### config.mk
export PLATFORM = sky130hd
export DESIGN_NAME = serial_subtractor_flat
export DESIGN_NICKNAME = d
export VERILOG_FILES = /design/src/rtl/serial_subtractor_pkg.sv /design/src/rtl/serial_subtractor_if.sv /design/src/rtl/serial_subtractor_full_sub_cell.sv /design/src/rtl/serial_subtractor.sv /design/src/flat_wrapper.sv
export SDC_FILE = /design/constraint.sdc
export NUM_CORES = 1
export LEC_CHECK = 0
export ABC_AREA = 1
export CAP_MARGIN = 30
export CORE_ASPECT_RATIO = 1.75
export CORE_MARGIN = 5
export CORE_UTILIZATION = 35
export DETAILED_ROUTE_END_ITERATION = 10
export HOLD_SLACK_MARGIN = 0.05
export MAX_ROUTING_LAYER = met4
export PLACE_DENSITY = 0.58
export SYNTH_ARGS = -nofsm -noshare
export SYNTH_HDL_FRONTEND = slang
export SYNTH_SLANG_ARGS = --single-unit
### constraint.sdc
create_clock -name CLK -period 1.1 [get_ports CLK]
set_input_delay 0.22 -clock CLK [delete_from_list [all_inputs] [get_ports CLK]]
set_output_delay 0.22 -clock CLK [all_outputs]
set_load 0.02 [all_outputs]
### src/rtl/serial_subtractor_pkg.sv
// Shared types and helpers for the bit-serial subtractor.
// Optional signed-overflow output is enabled with SERIAL_SUB_SIGNED_EN.
package serial_sub_pkg;

    typedef enum logic [1:0] {
        IDLE  = 2'd0,
        SHIFT = 2'd1,
        FIN   = 2'd2
    } state_e;

    localparam int DEFAULT_WIDTH = 8;

    // Bit counter width; never below 1 so WIDTH=1 still has a legal vector.
    function automatic int cnt_width(input int width);
        return (width > 1) ? $clog2(width) : 1;
    endfunction

endpackage

### src/rtl/serial_subtractor_if.sv
// Request/result bundle between a client (master) and the serial subtractor (slave).
// The OVF signal exists only when SERIAL_SUB_SIGNED_EN is defined.
interface serial_subtractor_if #(
    parameter int WIDTH = serial_sub_pkg::DEFAULT_WIDTH
);
    logic             START;
    logic [WIDTH-1:0] A;
    logic [WIDTH-1:0] B;
    logic             BUSY;
    logic             DONE;
    logic [WIDTH-1:0] DIFF;
    logic             BORROW;
`ifdef SERIAL_SUB_SIGNED_EN
    logic             OVF;
`endif

    modport master (
        output START, A, B,
`ifdef SERIAL_SUB_SIGNED_EN
        input  OVF,
`endif
        input  BUSY, DONE, DIFF, BORROW
    );

    modport slave (
        input  START, A, B,
`ifdef SERIAL_SUB_SIGNED_EN
        output OVF,
`endif
        output BUSY, DONE, DIFF, BORROW
    );
endinterface

### src/rtl/serial_subtractor_full_sub_cell.sv
// Combinational full subtractor: two cascaded half-subtractor stages,
// the stage borrows ORed into the outgoing borrow.
module full_sub_cell (
    input  logic a,
    input  logic b,
    input  logic bin,
    output logic d,
    output logic bout
);
    logic hs1_diff;
    logic hs1_borrow;
    logic hs2_borrow;

    assign hs1_diff   = a ^ b;
    assign hs1_borrow = ~a & b;
    assign d          = hs1_diff ^ bin;
    assign hs2_borrow = ~hs1_diff & bin;
    assign bout       = hs1_borrow | hs2_borrow;
endmodule

### src/rtl/serial_subtractor.sv
// Bit-serial A - B, LSB first, one bit per clock through a single full_sub_cell.
// Define SERIAL_SUB_SIGNED_EN to add the signed-overflow output OVF.
module serial_subtractor
    import serial_sub_pkg::*;
#(
    parameter int WIDTH = DEFAULT_WIDTH
) (
    input  logic                CLK,
    input  logic                RST,
    serial_subtractor_if.slave  bus
);
    localparam int CNT_W = cnt_width(WIDTH);

    state_e             state_q,  state_d;
    logic [WIDTH-1:0]   op_a_q,   op_a_d;
    logic [WIDTH-1:0]   op_b_q,   op_b_d;
    logic [WIDTH-1:0]   res_q,    res_d;
    logic [WIDTH-1:0]   diff_q,   diff_d;
    logic [CNT_W-1:0]   cnt_q,    cnt_d;
    logic               br_q,     br_d;
    logic               busy_q,   busy_d;
    logic               done_q,   done_d;
    logic               borrow_q, borrow_d;
`ifdef SERIAL_SUB_SIGNED_EN
    logic               a_msb_q,  a_msb_d;
    logic               b_msb_q,  b_msb_d;
    logic               ovf_q,    ovf_d;
`endif

    logic cell_d;
    logic cell_bout;

    full_sub_cell u_cell (
        .a    (op_a_q[0]),
        .b    (op_b_q[0]),
        .bin  (br_q),
        .d    (cell_d),
        .bout (cell_bout)
    );

    always_comb begin
        // NOTE: every _d gets a hold default first so no path leaves a latch.
        state_d  = state_q;
        op_a_d   = op_a_q;
        op_b_d   = op_b_q;
        res_d    = res_q;
        diff_d   = diff_q;
        cnt_d    = cnt_q;
        br_d     = br_q;
        busy_d   = busy_q;
        done_d   = 1'b0;
        borrow_d = borrow_q;
`ifdef SERIAL_SUB_SIGNED_EN
        a_msb_d  = a_msb_q;
        b_msb_d  = b_msb_q;
        ovf_d    = ovf_q;
`endif

        case (state_q)
            IDLE: begin
                if (bus.START) begin
                    op_a_d  = bus.A;
                    op_b_d  = bus.B;
                    br_d    = 1'b0;
                    cnt_d   = '0;
                    busy_d  = 1'b1;
                    state_d = SHIFT;
`ifdef SERIAL_SUB_SIGNED_EN
                    a_msb_d = bus.A[WIDTH-1];
                    b_msb_d = bus.B[WIDTH-1];
`endif
                end
            end

            SHIFT: begin
                // Result fills from the top so the LSB lands in bit 0 after WIDTH shifts.
                res_d            = res_q >> 1;
                res_d[WIDTH-1]   = cell_d;
                op_a_d           = op_a_q >> 1;
                op_b_d           = op_b_q >> 1;
                br_d             = cell_bout;
                cnt_d            = cnt_q + CNT_W'(1);
                if (cnt_q == CNT_W'(WIDTH - 1)) begin
                    state_d = FIN;
                end
            end

            FIN: begin
                diff_d   = res_q;
                borrow_d = br_q;
                done_d   = 1'b1;
                busy_d   = 1'b0;
                state_d  = IDLE;
`ifdef SERIAL_SUB_SIGNED_EN
                ovf_d    = (a_msb_q ^ b_msb_q) & (a_msb_q ^ res_q[WIDTH-1]);
`endif
            end

            default: begin
                busy_d  = 1'b0;
                state_d = IDLE;
            end
        endcase
    end

    always_ff @(posedge CLK) begin
        // NOTE: the datapath registers are reset too, so an aborted operation
        // leaves no partial operands, borrow or result behind.
        if (RST) begin
            state_q  <= IDLE;
            op_a_q   <= '0;
            op_b_q   <= '0;
            res_q    <= '0;
            diff_q   <= '0;
            cnt_q    <= '0;
            br_q     <= 1'b0;
            busy_q   <= 1'b0;
            done_q   <= 1'b0;
            borrow_q <= 1'b0;
`ifdef SERIAL_SUB_SIGNED_EN
            a_msb_q  <= 1'b0;
            b_msb_q  <= 1'b0;
            ovf_q    <= 1'b0;
`endif
        end else begin
            state_q  <= state_d;
            op_a_q   <= op_a_d;
            op_b_q   <= op_b_d;
            res_q    <= res_d;
            diff_q   <= diff_d;
            cnt_q    <= cnt_d;
            br_q     <= br_d;
            busy_q   <= busy_d;
            done_q   <= done_d;
            borrow_q <= borrow_d;
`ifdef SERIAL_SUB_SIGNED_EN
            a_msb_q  <= a_msb_d;
            b_msb_q  <= b_msb_d;
            ovf_q    <= ovf_d;
`endif
        end
    end

    assign bus.BUSY   = busy_q;
    assign bus.DONE   = done_q;
    assign bus.DIFF   = diff_q;
    assign bus.BORROW = borrow_q;
`ifdef SERIAL_SUB_SIGNED_EN
    assign bus.OVF    = ovf_q;
`endif
endmodule
### src/flat_wrapper.sv
// flat-port wrapper written by rule: the top's interface ports become plain ports
module serial_subtractor_flat import serial_sub_pkg::*;
#(
    parameter int WIDTH = DEFAULT_WIDTH
)
  (CLK, RST, bus_START, bus_A, bus_B, bus_BUSY, bus_DONE, bus_DIFF, bus_BORROW);
  serial_subtractor_if #(.WIDTH(WIDTH)) bus_i ();
  input  logic CLK;
  input  logic RST;
  input wire logic [$bits(bus_i.START)-1:0] bus_START;
  input wire logic [$bits(bus_i.A)-1:0] bus_A;
  input wire logic [$bits(bus_i.B)-1:0] bus_B;
  output wire logic [$bits(bus_i.BUSY)-1:0] bus_BUSY;
  output wire logic [$bits(bus_i.DONE)-1:0] bus_DONE;
  output wire logic [$bits(bus_i.DIFF)-1:0] bus_DIFF;
  output wire logic [$bits(bus_i.BORROW)-1:0] bus_BORROW;
  assign bus_i.START = bus_START;
  assign bus_i.A = bus_A;
  assign bus_i.B = bus_B;
  assign bus_BUSY = bus_i.BUSY;
  assign bus_DONE = bus_i.DONE;
  assign bus_DIFF = bus_i.DIFF;
  assign bus_BORROW = bus_i.BORROW;
  serial_subtractor #(.WIDTH(WIDTH)) u_core (.CLK(CLK), .RST(RST), .bus(bus_i));
endmodule
== Yosys cells after proc, flatten, opt, wreduce, memory -nomap -nowiden ==
Index checks and enable logic that the tools add are counted.
Word-level totals
  bits in registers: 41
  bits of input ports: 19
  word-level logic and storage cells: 43
Cells by class
  add/sub/neg operators: 1
  equality and inequality tests: 5
  muxes and demuxes: 14
  bitwise operators: 8
  reductions and logical operators: 5
Operators by type and width (count)
  $pmux 8 s2: 2
  $mux 8: 2
  $pmux 3 s2: 1
  $reduce_and 2->1: 3
  $mux 2: 2
  $pmux 1 s2: 2
  $pmux 2 s2: 1
  $add 3x1->3 const B: 1
  $eq 3x3->1 const B: 1
  $mux 1: 3
  $mux 3: 1
  $not 1->1: 3
  $and 1x1->1: 2
  $eq 2x1->1 const B: 1
  $eq 2x2->1 const B: 1
  $logic_not 2->1: 1
  $ne 2x1->1 const B: 1
  $ne 2x2->1 const B: 1
  $reduce_bool 2->1: 1
  $xor 1x1->1: 2
  $or 1x1->1: 1

== Logic depth before layout (Yosys ltp) ==
Gate-level depths: netlist of run 1.
  word-level depth: 5
  depth in mapped cells: 6
  depth with buffers taken out: 5

== Hierarchy ==
From an unflattened synthesis of run 1, not the netlist that was laid out.
Second synthesis, totals
  cells, all modules: 261
  area total of the unflattened synthesis: 1774.2 µm²
By module, submodules not included
  serial_subtractor: times used 1, cells each 257, area an instance 1742.9 µm², seq. area each 820.8 µm²
  full_sub_cell: times used 1, cells each 4, area an instance 31.3 µm², seq. area each 0.0 µm²

== Least setup slack after synthesis of run 1 ==
No wires, ideal clock.
  kind: register to register
  from: reg u_core.op_a_q[0]
  to: reg u_core.res_q[7]
  arrival time: 0.984 ns
  setup slack: 0.003 ns
  stages on the path, launching flop included: 6
  buffers on the path: 0
  period minus slack after synthesis: 1.097 ns
  path through: dfxtp_1 -> inv_1 -> fa_1 -> nand2_1 -> nand2_1 -> nor2_1
Between the ends
  word-level cells in the longest chain between the ends: 2
Ends and longest elaborated chain
  start: declaration: line serial_subtractor.sv:15  | logic [WIDTH-1:0] op_a_q, op_a_d;
  start signal: assignment: line serial_subtractor.sv:127  | op_a_q <= op_a_d;
  $xor 1x1->1: line serial_subtractor_full_sub_cell.sv:14  | assign hs1_diff = a ^ b;
  $xor 1x1->1: line serial_subtractor_full_sub_cell.sv:16  | assign d = hs1_diff ^ bin;
  end signal: assignment: line serial_subtractor.sv:129  | res_q <= res_d;
  end: declaration: line serial_subtractor.sv:17  | logic [WIDTH-1:0] res_q, res_d;
Every way passes these cells.
A chain may end at the register's enable or synchronous reset.

== Worst setup path in the final report of run 1 ==
  from: reg u_core.br_q
  to: reg u_core.res_q[7]
Between the ends
  word-level cells in the longest chain between the ends: 1
Ends and longest elaborated chain
  start: declaration: line serial_subtractor.sv:20  | logic br_q, br_d;
  start signal: assignment: line serial_subtractor.sv:132  | br_q <= br_d;
  $xor 1x1->1: line serial_subtractor_full_sub_cell.sv:16
Every way passes these cells.

==> summary by stage, run 1 <==
CTS
The source-to-sink clock delay at the later pin of the worst-skew pair is roughly 290 ps. TritonCTS built the clock tree. The number of clock sinks is slightly above 40. The hold buffer count at CTS is 0. The maximum clock path buffer count is 2. The total number of H-tree levels is 2.

After clock tree synthesis, the clock-pin slew on the worst setup and hold paths is approximately 80 ps. The CTS root buffer is sky130_fd_sc_hd__clkbuf_8. The number of CTS-inserted buffers is 5.

Synthesis
The post-synthesis net count is 280. The count of different cell masters after synthesis is 18. The synthesis-stage register bit count is 41. For this run, the register share of the synthesized area comes to 0.450. The Yosys step of the flow raised 0 warnings.

Synthesis handed over a netlist of around 260 instances. The netlist area before placement is ~0.0018 sq mm. The average instance area after synthesis is a little over 7 sq um.

Floorplan
In this run the vertical extent of the chip is 106 um. The starting density of the core is 0.364. The core area is approximately 0.0050 sq mm. The floorplan step defined a die boundary enclosing ~0.0068 sq mm.

The number of primary I/O pins is 30. After floorplanning, the core was divided into 34 placement rows. The die is 64.6 um wide.

STA
The final clock period utilization by the worst path is 1.03. The max-slew headroom at the worst pin is 0.873. The max-slew violation total from the final report is 0. The routed design could run at a clock period as short as about 1100 ps. Setup violations remaining at the end of the flow were counted as 1. The clock arrives with between 7 and 8 ps of skew. At the pin with the least slew margin, the transition time is 191 ps. Setup repair after global routing could not meet its margin everywhere. The highest clock frequency the design can meet is 880 MHz. In the post-route analysis, the smallest setup slack over all paths is -36.6 ps. The count of final hold-check violations is 0.

Routing
The first TritonRoute pass finished after 4 iterations. Using the TritonRoute via totals, the vias-per-cell ratio works out to ~4.6. The detailed router placed 1687 vias in this run. The number of DRC violations after detailed routing is 0. The wire length per cell is 12.7 um.

The count of nets left with antenna violations once routing finished came out at 0. Wires add up to about 4600 um. The number of DRC violations after detailed-routing iteration 0 is approximately 80.

Critical path
Of all nets on the critical path, the largest fanout is 2. The setup check on the worst reg-to-reg path leaves a slack of -40 ps. STA puts the critical path data arrival time at 1330 ps. The kind of start point of the critical path is a flop. The worst setup path is of the flop to flop kind. The required time of the critical path is 1290 ps.

The kind of end point of the critical path is a flop.

GRT
The first global-routing pass estimated between 6000 and 7000 um of wire. In the global route stage, overall resource usage came out at 0.124. The number of global-route vias before repair is roughly 1500. The pin count of the biggest net entering global routing is 35.

The total overflow left after global routing is 0. The number of antenna violations at the first check in global routing is 0.

Placed design
The worst setup slack after placement is -254 ps. The total instance count after detailed placement is 344. The detailed placement HPWL is around 2600 um. The count of buffers added on input and output ports is 29. The global placer's final weighted congestion is around 0.77.

Final layout
In the final design database the tool counted 330 nets. In the final layout, the share of cells above drive strength 1 is 0.243. The synthesis-to-finish area growth is 38.0%. The multi-input combinational cells in the finished layout cover a total of about 820 sq um. The filler cells instantiated in the layout total 516. Registers take approximately 830 sq um. The antenna diode count is 0. The number of standard cells in the layout, taps in and fillers out is about 360.

Status
The final reports fail on setup timing. The run finished, with violations left.

Worst hold path
The worst hold path class is input pin to flop.

Power
The total leakage power is between 1 and 1.5 nW. The share of total power dissipated in combinational logic is 0.181. IR analysis of the VDD net gives a maximum drop of slightly below 0.001 V.

The internal power consumption is ~0.0026 W. In this run the power spent charging and discharging nets is between 0.0008 and 0.0009 W. For this design the ratio of total power to cell area is 1400 mW/mm^2. The fraction of power consumed by sequential logic is 0.464.

Of the total power, the share spent switching nets is 0.250. The clock network fraction of design power is 0.356.

Run
Across the run, the number of max-cap violations was 0.
final timing paths:
| check | start | end | cells past startpoint |
|---|---|---|---|
| setup / recovery | u_core.br_q | u_core.res_q[7] | 4 |
| hold / removal | bus_START | u_core.op_a_q[7] | 4 |
| hold reg to reg | u_core.bus.BUSY | u_core.bus.BUSY | 2 |
| setup reg to reg | u_core.br_q | u_core.res_q[7] | 4 |
critical path, cell delays in order, from the launching register on:
cell and delay (ps):
sky130_fd_sc_hd__dfxtp_2 340, sky130_fd_sc_hd__fa_1 550, sky130_fd_sc_hd__nand2_1 60, sky130_fd_sc_hd__nand2_1 60
sky130_fd_sc_hd__nor2_1 30
power groups by stage:
stage	Sequential, W	Clock (W)	Combinational, W
2_1_floorplan	0.00165	0	0.000346
3_3_place_gp	0.00166	0	0.000493
3_5_place_dp	0.00166	0	0.000497
4_1_cts	0.00163	0.00129	0.000501
5_1_grt	0.00164	0.00134	0.000709
6_report	0.00163	0.00125	0.000636
placed cells by master, fill, tap and decap left out, types with 6 or more instances in the layout:
cell type                         instances
sky130_fd_sc_hd__buf_2                   11
sky130_fd_sc_hd__nand2_1                 64
sky130_fd_sc_hd__nor2_1                  51
sky130_fd_sc_hd__clkbuf_8                 6
sky130_fd_sc_hd__clkdlybuf4s50_1         17
sky130_fd_sc_hd__a21oi_1                 10
sky130_fd_sc_hd__dfxtp_1                 37
sky130_fd_sc_hd__o21ai_0                 17
sky130_fd_sc_hd__a21oi_2                 11
sky130_fd_sc_hd__buf_4                   13
sky130_fd_sc_hd__inv_1                   32
per-stage QoR:
stage                     hold slack (ps)  TNS, ps   util  power (W)  instance area, sq um
after global routing                  446     -151  0.502    0.00369                  2520
final                                 438    -36.6  0.502    0.00352                  2520
after CTS                             470    -44.1  0.458    0.00342                  2300
after detailed placement              459    -6790  0.442    0.00216                  2220
after floorplan                       385        0      -    0.00199                  1830
after global placement                455    -6320  0.442    0.00215                  2220
cells in the mapped netlist:
cell,count,area [sq um]
sky130_fd_sc_hd__nand2_1,64,240
sky130_fd_sc_hd__nor2_1,52,195
sky130_fd_sc_hd__dfxtp_1,41,821
sky130_fd_sc_hd__inv_1,33,124
sky130_fd_sc_hd__o21ai_0,17,85.1
sky130_fd_sc_hd__a21oi_1,16,80.1
sky130_fd_sc_hd__nand2_2,6,37.5
sky130_fd_sc_hd__a21oi_2,5,43.8
sky130_fd_sc_hd__buf_2,5,25.0
sky130_fd_sc_hd__buf_4,4,30.0
sky130_fd_sc_hd__buf_6,3,33.8
sky130_fd_sc_hd__inv_2,3,11.3
sky130_fd_sc_hd__ha_1,2,25.0
sky130_fd_sc_hd__nand3_1,2,10.0
sky130_fd_sc_hd__nor2_4,2,22.5
sky130_fd_sc_hd__fa_1,1,20.0
sky130_fd_sc_hd__nor3_1,1,5.00
sky130_fd_sc_hd__o21ai_4,1,16.3
cell type report:
type | instances | area share
clock buffer | 7 | 0.0343
clock inverter | 1 | 0.0119
inverter | 36 | 0.0546
multi-input combinational | 170 | 0.326
sequential | 41 | 0.329
tap | 54 | 0.0268
timing repair buffer | 54 | 0.217
repair_timing:
action | in CTS | in global routing
endpoints found under the setup margin | 45 | 28
pin swaps | 1 | 7
gates resized for setup | 46 | 21
buffers inserted | 1 | 3
gates cloned | 0 | 7
cells by family after synthesis:
| kind of cell | synth area share |
|---|---|
| simple gates | 0.280 |
| buf+inv | 0.123 |
| flops | 0.450 |
| compound gates | 0.123 |
| fa+ha+maj | 0.0247 |
registers in the layout (all words and copies together), names as in the netlist, 2 cells and up:
| name | count |
|---|---|
| u_core.state_q | 2 |
| u_core.bus.DIFF | 8 |
| u_core.res_q | 8 |
| u_core.op_a_q | 8 |
| u_core.op_b_q | 8 |
| u_core.cnt_q | 3 |
per-layer routing:
layer  global-route usage  vias up  share of wire
met3               0.0319        5          0.031
met4               0.0454        0          0.013
met5                    -        -              0
li1                     -      873              -
met2                0.214       30           0.55
met1                0.136      779           0.40
No activity file was read; power rests on OpenSTA's default activity.
==> inputs of run 2 (changes only) <==
--- a/config.mk
+++ b/config.mk
@@ -7,9 +7,10 @@
 export LEC_CHECK = 0
 export ABC_AREA = 1
 export CAP_MARGIN = 30
-export CORE_ASPECT_RATIO = 1.75
+export CORE_ASPECT_RATIO = 1.5
 export CORE_MARGIN = 5
 export CORE_UTILIZATION = 35
+export CTS_BUF_LIST = sky130_fd_sc_hd__clkbuf_4 sky130_fd_sc_hd__clkbuf_8 sky130_fd_sc_hd__clkbuf_16
 export DETAILED_ROUTE_END_ITERATION = 10
 export HOLD_SLACK_MARGIN = 0.05
 export MAX_ROUTING_LAYER = met4
==> summary by stage, run 2 (synthesis results as in run 1) <==
Critical path
The count of buffering cells on the critical path with inverters included is 0 (unchanged). The signal on the critical path passes through fa_1 > nand2_1 > nand2_1 > nor2_1. The cell repeated most along the worst path is sky130_fd_sc_hd__nand2_1. The kind of end point of the critical path is a flop. The largest fanout on the critical path came to 2 (unchanged).

The critical path in this run is classified as flop to flop. The slowest stage of the critical path is the sky130_fd_sc_hd__fa_1 cell. The kind of cell with the highest combined delay along the critical path is adder cells. The kind of start point of the critical path is a flop.

The required time of the critical path was 1290 ps (about the same). The reg2reg setup slack is -10 ps (+20 ps). The arrival time of data at the critical path endpoint is 1300 ps (-30 ps). The maximum cell stage delay along the critical path is 530 ps (-20 ps).

Routing
The number of vias per cell was 4.33 (-6.9%). The routed length on met1 was 1680 um (-9.8%). The routed wire length came to 3650 um (-21%). The antenna violation net count after detailed routing is 0 (unchanged). The wire length per cell came to 10.0 um (-21%). The via total after detailed routing came to 1580 (-6.3%). The routed length on met3 was 152 um (+5.6%).

The routed wire length on met2 came to 1750 um (-31%). The number of DRC violations after detailed-routing iteration 0 is 68 (-14%). The number of DRC violations after detailed routing is 0 (unchanged).

The number of search-and-repair iterations in the first detailed-routing pass is 4 (unchanged). The highest metal layer carrying signal wires in the routed design is met4.

GRT
The pin count of the biggest net entering global routing is 25 (-29%). The number of antenna violations at the first check in global routing is 0 (unchanged). The wire length of the first global-routing pass is 6320 um (-4.8%). The aggregate global-route resource usage is 0.124 (+0.000174). The residual overflow from global routing is 0 (unchanged). The number of global-route vias before repair is 1470 (-4.4%).

Final layout
The antenna diode count came to 0 (unchanged). The total number of nets in the final design was 318 (-3.6%). The top cell types in the final layout, fill and taps aside, are 64 x sky130_fd_sc_hd__nand2_1, 52 x sky130_fd_sc_hd__nor2_1, 37 x sky130_fd_sc_hd__dfxtp_1. The flip-flop and latch area was 826 sq um (-0.30%).

The library cell used most frequently in the layout, excluding fill and tap cells, is sky130_fd_sc_hd__nand2_1. The area growth from synthesis to layout is 28.6%. The combined area of the multi-input logic cells was 788 sq um (-4.1%).

The share of cells above drive strength 1 is 0.192 (-0.0508). The number of fillers in the final layout was 555 (+7.6%). The share of the core filled with cells is 0.458 (-0.0435).

STA
The max-slew headroom at the worst pin is 0.872 (-0.000994). The count of final hold-check violations is 0 (unchanged). The final worst hold slack is 466 ps (+27.9 ps).

The final clock period utilization by the worst path was 1.01 (-0.0200). The final-layout setup total negative slack is -14.5 ps (+22.0 ps). Setup repair after global routing could not meet its margin everywhere. The highest clock frequency the design can meet came to 897 MHz (+2.0%). The clock period minus final worst setup slack is 1110 ps (-22.0 ps).

The final worst clock skew is 4.39 ps (-3.38 ps). The setup slack after layout was -14.5 ps (+22.0 ps). The final number of setup-violating endpoints was 1 (unchanged). The transition time at the pin with the least slew margin is 192 ps (+1.24 ps). The max-slew violation total from the final report is 0 (unchanged).

Worst hold path
The path class of the tightest hold or removal check is flop to flop.

Power
The maximum VDD drop is 0.00108 V (+12%). The total leakage power is 1.14 nW (-6.9%). The power density normalized to cell area is 1450 mW/mm^2 (+3.8%).

Placed design
The global placer's final weighted congestion came to 0.706 (-8.7%). The worst setup slack after placement came to -231 ps (+23.0 ps). The detailed placement HPWL is 2540 um (-3.1%). The number of buffers inserted by port buffering is 29 (unchanged).

CTS
The CTS root buffer is sky130_fd_sc_hd__clkbuf_8. The maximum clock path buffer count is 2 (unchanged). The number of CTS-inserted buffers is 5 (unchanged). The clock-pin slew reported for the worst setup and hold paths after clock tree synthesis is 70 ps (about the same). The number of setup buffers added after CTS came to 0 (-1). The hold buffer count at CTS is 0 (unchanged). The number of clock sinks is 41 (unchanged). The source-to-sink clock delay at the later pin of the worst-skew pair is 290 ps (about the same). The total number of H-tree levels came to 2 (unchanged).

The TritonCTS clock tree is yes.

Run
The number of max-cap violations is 0 (unchanged).

Status
The checks that failed: setup timing. The flow ran to the end, but the final reports show violations.

Floorplan
The height of the chip is 98.5 um (-6.7%). The die footprint is 0.00679 sq mm (-0.41%). The starting density of the core is 0.356 (-0.00746).

The core area is 0.00512 sq mm (+2.1%). The number of placement rows was 32 (-5.9%). The number of primary I/O pins is 30 (unchanged). The width of the chip is 69.0 um (+6.8%).
==> run 2: cell type report <==
type | count | area share
flip-flops and latches | 41 | 0.352
inverters | 36 | 0.0575
clock buffers | 7 | 0.0384
repair buffers | 43 | 0.168
well taps | 68 | 0.0362
multi-input cells | 169 | 0.336
clock inverters | 1 | 0.0128
==> run 2: routing by layer <==
metal  vias to the layer above  GRT usage
li1                        849          -
met1                       702      0.142
met2                        24      0.203
met3                         5     0.0319
met4                         0     0.0495
met5                         -          -
==> run 2: path summary, 6_finish.rpt <==
| path | end | cells past startpoint | startpoint |
|---|---|---|---|
| worst max register to register | u_core.res_q[7] | 4 | u_core.br_q |
| worst min register to register | u_core.op_b_q[7] | 2 | u_core.op_b_q[7] |
| worst max-delay path | u_core.res_q[7] | 4 | u_core.br_q |
| worst min-delay path | u_core.op_b_q[7] | 2 | u_core.op_b_q[7] |
==> run 2: timing repair <==
action                                 in CTS  in global routing
setup endpoints to repair                  37                 19
pin swaps                                   2                  1
resized for setup                          46                  6
cloned                                      0                  0
endpoints found under the hold margin       0                  0
==> run 2: stage by stage <==
stage | power [W] | area (sq um) | cells
final | 0.00341 | 2350 | 365
after global routing | 0.00360 | 2350 | 365
after CTS | 0.00345 | 2350 | 365
after detailed placement | 0.00217 | 2270 | 357
after global placement | 0.00216 | 2270 | 357
after floorplan | 0.00199 | 1830 | 258
==> run 2: report_power, final <==
part | internal (W) | switching (W) | total [W]
registers | 0.00158 | 0.0000496 | 0.00163
clock network | 0.000764 | 0.000503 | 0.00127
logic | 0.000245 | 0.000264 | 0.000508
==> run 2: worst min-delay path, delay by kind of cell, from the launching register on <==
family          cells  cell delay [ps]
compound gates      1               40
flops               1              320
simple gates        1               70
==> inputs of run 3 (changes only) <==
--- a/config.mk
+++ b/config.mk
@@ -12,6 +12,8 @@
 export CORE_UTILIZATION = 35
 export CTS_BUF_LIST = sky130_fd_sc_hd__clkbuf_4 sky130_fd_sc_hd__clkbuf_8 sky130_fd_sc_hd__clkbuf_16
 export DETAILED_ROUTE_END_ITERATION = 10
+export GPL_ROUTABILITY_DRIVEN = 0
+export GPL_TIMING_DRIVEN = 0
 export HOLD_SLACK_MARGIN = 0.05
 export MAX_ROUTING_LAYER = met4
 export PLACE_DENSITY = 0.58
==> summary by stage, run 3 (synthesis results as in run 1) <==
Final layout
The share of the core filled with cells is 0.454 (-0.00464). In the layout the commonest cells are 62 x sky130_fd_sc_hd__nand2_1, 52 x sky130_fd_sc_hd__nor2_1, 37 x sky130_fd_sc_hd__dfxtp_1. The most frequent standard cell in the layout excluding fill and tap cells is sky130_fd_sc_hd__nand2_1. The synthesis-to-finish area growth is 27.3%. The number of standard cells in the layout, taps in and fillers out is 366 (+0.27%).

The share of cells above drive strength 1 is 0.201 (+0.00942). The antenna diode count is 0 (unchanged). The total number of nets in the final design came to 319 (+0.31%).

Floorplan
The width of the chip came to 69.0 um (unchanged). The starting density of the core is 0.356 (unchanged). The core area came to 0.00512 sq mm (unchanged).

The die footprint is 0.00679 sq mm (unchanged). The number of primary I/O pins was 30 (unchanged). The number of placement rows is 32 (unchanged). The height of the chip is 98.5 um (unchanged).

STA
The setup slack after layout is -10.2 ps (+4.34 ps). The final clock period utilization by the worst path is 1.01 (-0.00395). The final-layout setup total negative slack was -32.4 ps (-17.8 ps).

The max-slew violation total from the final report came to 0 (unchanged). The final worst clock skew is 3.55 ps (-0.836 ps). The final number of setup-violating endpoints was 7 (+6).

The count of final hold-check violations is 0 (unchanged). The max-slew headroom at the worst pin is 0.821 (-0.0511). The clock period minus final worst setup slack is 1110 ps (-4.34 ps). Setup repair after global routing could not meet its margin everywhere.

The final worst hold slack is 244 ps (-222 ps). The transition time at the pin with the least slew margin was 268 ps (+76.4 ps). The highest clock frequency the design can meet is 901 MHz (+0.39%).

Routing
The number of search-and-repair iterations in the first detailed-routing pass came to 4 (unchanged). The routed wire length was 4110 um (+13%). The number of DRC violations after detailed routing is 0 (unchanged). The antenna violation net count after detailed routing is 0 (unchanged). The via total after detailed routing is 1633 (+3.4%). The number of DRC violations after detailed-routing iteration 0 came to 75 (+10%). The wire length per cell was 11.2 um (+12%). The number of vias per cell came to 4.46 (+3.1%).

GRT
The number of antenna violations at the first check in global routing is 0 (unchanged). The residual overflow from global routing is 0 (unchanged). The number of global-route vias before repair is 1543 (+5.0%). The pin count of the biggest net entering global routing was 13 (-48%). The wire length of the first global-routing pass is 6840 um (+8.2%). The aggregate global-route resource usage is 0.136 (+0.0113).

Critical path
The largest individual stage delay along the critical path comes from the cell sky130_fd_sc_hd__dfxtp_4. The kind of start point of the critical path is a flop. The kind of end point of the critical path is a flop. The required time of the critical path came to 1290 ps (about the same). Walking the worst path, the cells encountered are o21ai_4 > buf_6 > nand2_2 > nand2_1 > nor2_1. The category of the critical setup timing path is flop to flop. The largest fanout on the critical path is 7 (+5). The count of buffering cells on the critical path with inverters included is 1 (+1). The arrival time of data at the critical path endpoint is 1300 ps (about the same). The maximum cell stage delay along the critical path is 390 ps (-140 ps). The kind of cell with the highest combined delay along the critical path is flip-flops.

CTS
The tree is rooted in a sky130_fd_sc_hd__clkbuf_8. The number of CTS-inserted buffers is 5 (unchanged). The number of clock sinks was 41 (unchanged). TritonCTS built the clock tree. The total number of H-tree levels came to 2 (unchanged). The clock-pin slew reported for the worst setup and hold paths after clock tree synthesis came to 80 ps (about the same). The source-to-sink clock delay at the later pin of the worst-skew pair was 290 ps (about the same). The maximum clock path buffer count is 2 (unchanged).

Placed design
The number of buffers inserted by port buffering is 28 (-3.4%). The worst setup slack after placement came to -417 ps (-186 ps). The total instance count after detailed placement is 354 (-0.84%). The detailed placement HPWL is 2780 um (+9.4%).

Power
The power density normalized to cell area is 1470 mW/mm^2 (+1.6%). The total leakage power came to 1.13 nW (-0.58%). The maximum VDD drop is 0.000894 V (-17%).

Worst hold path
The worst hold path class is input pin to flop.

Status
The final reports fail on setup timing. The run finished, with violations left.

Run
The number of max-cap violations is 0 (unchanged).
-- run 3: layer usage --
layer | wire length (um) | up-vias | part of all wire | global-route usage
li1 | - | 852 | - | -
met1 | 1770 | 741 | 0.43 | 0.149
met2 | 2140 | 33 | 0.52 | 0.229
met3 | 160 | 7 | 0.039 | 0.0376
met4 | 53 | 0 | 0.013 | 0.0450
met5 | 0 | - | 0 | -
-- run 3: power by group --
part / total (W) / internal, W / leakage, nW / switching (W)
logic: 0.000513 / 0.000236 / 0.729 / 0.000278
registers: 0.00163 / 0.00158 / 0.339 / 0.0000524
clock network: 0.00128 / 0.000765 / 0.0619 / 0.000518
total: 0.00343 / 0.00258 / 1.13 / 0.000848
-- run 3: final timing paths --
check | cells past startpoint | to | startpoint | slack, ps
worst max-delay path | 5 | u_core.op_b_q[0] | u_core.state_q[0] | -10
worst max register to register | 5 | u_core.op_b_q[0] | u_core.state_q[0] | -10
worst min-delay path | 2 | u_core.op_b_q[7] | RST | 240
worst min register to register | 2 | u_core.op_b_q[7] | u_core.op_b_q[7] | 470
-- run 3: stage by stage --
step	power, W	area, sq um
finish	0.00343	2320
global route	0.00361	2320
CTS	0.00345	2300
detailed placement	0.00215	2190
global placement	0.00214	2190
floorplan	0.00199	1830
-- run 3: layout make-up --
type,count,area (sq um)
Inverter,36,138
Timing Repair Buffer,33,263
Fill cell,584,2800
Multi-Input combinational cell,169,790
Buffer,11,98.8
Clock inverter,1,30.0
Tap cell,68,85.1
Sequential cell,41,831
Clock buffer,7,90.1
-- run 3: what timing repair did --
action | CTS | global route
setup buffers | 3 | 0
resized for setup | 54 | 14
pin swaps | 4 | 2
cloned | 0 | 2
hold buffers | 0 | 0
endpoints found under the setup margin | 45 | 30
-- run 3: worst register-to-register path, cell delays in order (launching register included) --
cell	delay [ps]
sky130_fd_sc_hd__dfxtp_4	390
sky130_fd_sc_hd__o21ai_4	280
sky130_fd_sc_hd__buf_6	180
sky130_fd_sc_hd__nand2_2	50
sky130_fd_sc_hd__nand2_1	60
sky130_fd_sc_hd__nor2_1	50
